$ cat config.mk
export PLATFORM = sky130hd
export DESIGN_NAME = tff_counter_bank
export DESIGN_NICKNAME = d
export VERILOG_FILES = /design/src/rtl/tff_counter_bank.sv
export SDC_FILE = /design/constraint.sdc
export NUM_CORES = 1
export LEC_CHECK = 0
export BUFFER_PORTS_ARGS = -buffer_cell sky130_fd_sc_hd__buf_2
export CORE_AREA = 3 3 70 72
export DETAILED_ROUTE_END_ITERATION = 16
export DIE_AREA = 0 0 73 75
export GPL_ROUTABILITY_DRIVEN = 1
export GPL_TIMING_DRIVEN = 0
export PLACE_DENSITY = 0.6
export SYNTH_ARGS = -nofsm -noshare
export SYNTH_HDL_FRONTEND = slang
export SYNTH_SLANG_ARGS = --single-unit
$ cat constraint.sdc
create_clock -name CLK -period 2.2 [get_ports CLK]
set_input_delay 0.22 -clock CLK [delete_from_list [all_inputs] [get_ports CLK]]
set_output_delay 0.22 -clock CLK [all_outputs]
set_load 0.005 [all_outputs]
$ cat src/rtl/tff_counter_bank.sv
// WIDTH-bit register bank: per-bit T/D/set/clear flip-flops or a single modulo
// up/down counter, with clock enable, terminal-count pulse and sticky overflow.
module tff_counter_bank #(
    parameter int              WIDTH     = 8,
    parameter longint unsigned MODULO    = 256,
    parameter bit              SATURATE  = 1'b0,
    parameter longint unsigned RESET_VAL = 0
) (
    input  logic             CLK,
    input  logic             RST,
    input  logic             EN,
    input  logic [2:0]       MODE,
    input  logic [WIDTH-1:0] D,
    input  logic             OVF_CLR,
    output logic [WIDTH-1:0] Q,
    output logic             TC,
    output logic             OVF
);

    localparam logic [WIDTH:0]   MOD_X = (WIDTH+1)'(MODULO);
    localparam logic [WIDTH:0]   MAX_X = MOD_X - 1'b1;
    localparam logic [WIDTH-1:0] RST_Q = WIDTH'(RESET_VAL);

    localparam logic [2:0] M_HOLD   = 3'b000;
    localparam logic [2:0] M_LOAD   = 3'b001;
    localparam logic [2:0] M_TOGGLE = 3'b010;
    localparam logic [2:0] M_CLEAR  = 3'b011;
    localparam logic [2:0] M_SET    = 3'b100;
    localparam logic [2:0] M_UP     = 3'b101;
    localparam logic [2:0] M_DOWN   = 3'b110;
    localparam logic [2:0] M_ROT    = 3'b111;

    typedef struct packed {
        logic             ev;
        logic [WIDTH-1:0] q;
    } step_t;

    // Counting is done one bit wider than Q so that MODULO = 2^WIDTH and
    // out-of-range loaded values compare correctly.
    function automatic step_t count_up(input logic [WIDTH-1:0] cur);
        logic [WIDTH:0] x;
        logic [WIDTH:0] s;
        step_t          r;
        x = {1'b0, cur};
        s = x + 1'b1;
        if (x < MAX_X) begin
            r.ev = 1'b0;
            r.q  = s[WIDTH-1:0];
        end else begin
            r.ev = 1'b1;
            r.q  = SATURATE ? MAX_X[WIDTH-1:0] : '0;
        end
        return r;
    endfunction

    function automatic step_t count_down(input logic [WIDTH-1:0] cur);
        logic [WIDTH:0] x;
        logic [WIDTH:0] s;
        step_t          r;
        x = {1'b0, cur};
        s = x - 1'b1;
        if (x == '0) begin
            r.ev = 1'b1;
            r.q  = SATURATE ? '0 : MAX_X[WIDTH-1:0];
        end else if (x < MOD_X) begin
            r.ev = 1'b0;
            r.q  = s[WIDTH-1:0];
        end else begin
            // Out-of-range value: clamp to the top; only a wrap counts as an event.
            r.ev = ~SATURATE;
            r.q  = MAX_X[WIDTH-1:0];
        end
        return r;
    endfunction

    logic [WIDTH-1:0] q_rot;
    step_t            up_r;
    step_t            dn_r;
    logic [WIDTH-1:0] q_nxt;
    logic             ev;

    generate
        if (WIDTH == 1) begin : g_rot1
            assign q_rot = Q;
        end else begin : g_rotn
            assign q_rot = {Q[WIDTH-2:0], Q[WIDTH-1]};
        end
    endgenerate

    assign up_r = count_up(Q);
    assign dn_r = count_down(Q);

    always_comb begin
        q_nxt = Q;
        ev    = 1'b0;
        case (MODE)
            M_HOLD:   q_nxt = Q;
            M_LOAD:   q_nxt = D;
            M_TOGGLE: q_nxt = Q ^ D;
            M_CLEAR:  q_nxt = Q & ~D;
            M_SET:    q_nxt = Q | D;
            M_UP: begin
                q_nxt = up_r.q;
                ev    = up_r.ev;
            end
            M_DOWN: begin
                q_nxt = dn_r.q;
                ev    = dn_r.ev;
            end
            M_ROT:    q_nxt = q_rot;
            default:  q_nxt = Q;
        endcase
    end

    // Register stage: Q, TC and OVF all update one edge after the inputs.
    always_ff @(posedge CLK or negedge RST) begin
        if (!RST) begin
            Q   <= RST_Q;
            TC  <= 1'b0;
            OVF <= 1'b0;
        end else begin
            if (EN) begin
                Q <= q_nxt;
            end
            TC  <= EN & ev;
            OVF <= (EN & ev) | (OVF & ~OVF_CLR);
        end
    end

endmodule
==> results.md <==
* Final hold vios at 0
* Power per cell area at between 500 and 600 nW/um^2
* Yosys warns at 0
* Relative slew slack at between 20% and 30%
* CP Launch Point: Q[1]$_DFFE_PN0P_
* Hold Crit Start: OVF_CLR
* Largest net degree at the start of global routing at 12
* Worst-margin pin slew at roughly 1.1 ns
* GRT Util Overall at between 10% and 20%
* Post-Syn Area at 1490 um^2
* Synth top area cells: dfrtp_1 17%, ha_1 16%, inv_1 4.3%, nand2_1 4.0%, a21oi_1 3.7%
* DRT Wirelength at around 4.4 mm
* Post-synth EDFFs at 0
* WS Path Type: flip-flop to flip-flop
* CP max FO at 11
* Wire length of the first global-routing pass at 7.18 mm
* R2R depth at 7
* CTS root buf: clkbuf_8
* CTS sink count at 10
* MaxCap Viol Count at 0
* Full die area at roughly 5500 um^2
* Netlist cell types at between 50 and 60
* Nets at roughly 250
* Share of synthesized registers carrying an async set or reset at 100%
* Layout area overhead at 16.5%
* Mapped Cells at 183
* Layout cell share with drive strength beyond 1 at between 20% and 30%
* Core area at 4350 um^2
* Vias in the first global route at between 1000 and 1500
* Number of cell rows at 24
* Mean Syn Cell Area at 8.13 um^2
* Setup TNS at 0 ns
* Die width at ~73 um
* Initial antenna violation count at 0
* DPL Wire Length at roughly 3.2 mm
* First-pass iteration count of the detailed router at 4
* Clk slew on worst S/H paths at ~0.060 ns
* Slew Viols, Final at 0
* I/O pins at 25
* Post-synthesis sequential area ratio at 16.8%
* Critical Path AT at about 2.3 ns
* Syn_nets at between 200 and 250
* PortBufs at 24
* Iteration-0 DRC Markers at slightly below 200
* Worst-Skew Late Latency at 0.25 ns
* CTS tree: yes
* Outcome: complete, no violations
* Initial Utilization at around 34%
* Crit start category: flip-flop
* FMAX at 464 MHz
* IR drop worst, VDD at approximately 0.25 mV
* Total placed instance area at ~1700 um^2
* Worst Setup End Kind: flip-flop
* Grt ovf at 0
* Top_reg_cell synth: dfrtp_1
* GPL Wtd Cong at approximately 0.95
* Routed vias/inst at 5.59
* Die height at approximately 75 um
* DRC violations left at 0
* Final min period at approximately 2.2 ns
* CTS H-tree lvls at 1
* Multi-input logic area at between 1000 and 1500 um^2
* Worst R2R Start: Q[1]$_DFFE_PN0P_
* Reg2reg end: Q[7]$_DFFE_PN0P_
* Finish-stage setup viols at 0
* Leak pwr at around 0.79 nW
* Clock buffer depth at 2
* Ant diodes at 0
* Period utilization at a little over nine tenths
* Sequential cell area at between 200 and 300 um^2
* FILL cells at 465
* Crit path required time at approximately 2.4 ns
* Hold Path Class: primary input to flip-flop
* Avg WL per Cell at roughly 17 um
* Layout Skew at ~0.0052 ns
* Synth area leader: dfrtp_1
* Post-synthesis register bit count at 10
* RSZ-0062 raised after global routing: no
* Synth top area share at 16.8%
* Post-route ant nets at 0
* Design area at 1730 um^2
* TritonCTS buffer count at 3
* Critical path destination: Q[7]$_DFFE_PN0P_
* R2R setup slack at roughly 0.043 ns
* Routed vias at 1471
[final cells by class]
cell class	count	share of cell area [%]
multi-input cells	141	60.9
flip-flops and latches	10	14.4
repair buffers	25	7.51
plain buffers	13	6.93
inverters	19	4.12
well taps	52	3.75
clock buffers	3	2.38
[state kept, by name, indices dropped and copies added, names as in the netlist]
signal,flops
Q,8
OVF,1
TC,1
[per-layer routing]
layer,global-route usage (%),routed length [um],up-vias
met5,0,0,-
met4,3.07,37,0
met3,3.47,302,4
met2,26.3,2000,60
met1,24.2,2040,687
li1,-,-,720
[cell families after synthesis]
group	share of synthesized area, %
XOR/XNOR	3.53
multiplexers	4.96
flip-flops	16.8
buffers and inverters	12.9
AO/OA/AOI/OAI	26.4
adder cells (fa/ha/maj)	16.0
AND/OR/NAND/NOR	19.4
[metrics by stage]
step	power (mW)	worst slack [ns]	utilization, %	std cells	hold WS [ns]
floorplan	0.590	0.243	-	183	-0.0756
global placement	0.730	0.0409	38.4	259	0.121
detailed placement	0.732	0.0266	38.4	259	0.123
CTS	0.945	0.0143	39.6	263	0.251
global route	1.02	0.00446	39.8	263	0.266
finish	0.954	0.0431	39.8	263	0.250
[Yosys cell counts (2+ instances only)]
master,count
nand4_1,2
nand2_1,16
nor2_1,12
dfrtp_1,10
buf_4,3
and2_1,2
clkbuf_1,2
clkbuf_8,4
o21ai_0,4
nand3_1,5
o22ai_1,3
nor3b_1,2
a21oi_1,11
xnor2_1,5
nand2b_1,2
inv_1,17
mux2_2,3
mux2i_1,4
o31ai_1,6
a31oi_1,6
nor3_1,3
a22o_1,2
o21a_1,5
ha_1,19
a311o_1,2
or4_4,2
[cells in the final DEF (no fill, tap or decap), types with 6 or more instances in the layout]
cell type   n
inv_1      16
a31oi_1     6
nand2_1    16
ha_1       19
buf_2      25
nor2_1     11
dfrtp_1    10
a21oi_1    11
clkbuf_8    7
o31ai_1     6
[power breakdown]
group,switching [mW],internal (mW)
logic,0.262,0.214
registers,0.0559,0.211
clock network,0.0893,0.121
total,0.407,0.547
[worst min path at each step]
stage | depth (start not counted) | slack, ns | to
2_1_floorplan | 0 | -0.08 | OVF$_DFF_PN0_
6_report | 3 | 0.25 | OVF$_DFF_PN0_
4_1_cts | 2 | 0.25 | Q[0]$_DFFE_PN0P_
5_1_grt | 2 | 0.27 | Q[0]$_DFFE_PN0P_
3_3_place_gp | 1 | 0.12 | Q[7]$_DFFE_PN0P_
3_5_place_dp | 1 | 0.12 | Q[7]$_DFFE_PN0P_
[critical path: stages, from the launching register on]
cell     delay, ns
dfrtp_1       0.52
inv_1         0.20
ha_1          0.18
or3b_2        0.46
o21ai_0       0.17
nand4_1       0.14
a311o_1       0.37
nand3_1       0.07
[timing repair]
item,in CTS,in global routing
setup buffers,0,0
hold buffers,1,0
hold endpoints to repair,10,0
endpoints found under the setup margin,0,3
resized for setup,0,3
Note: power is estimated with default switching activity, not from simulation.
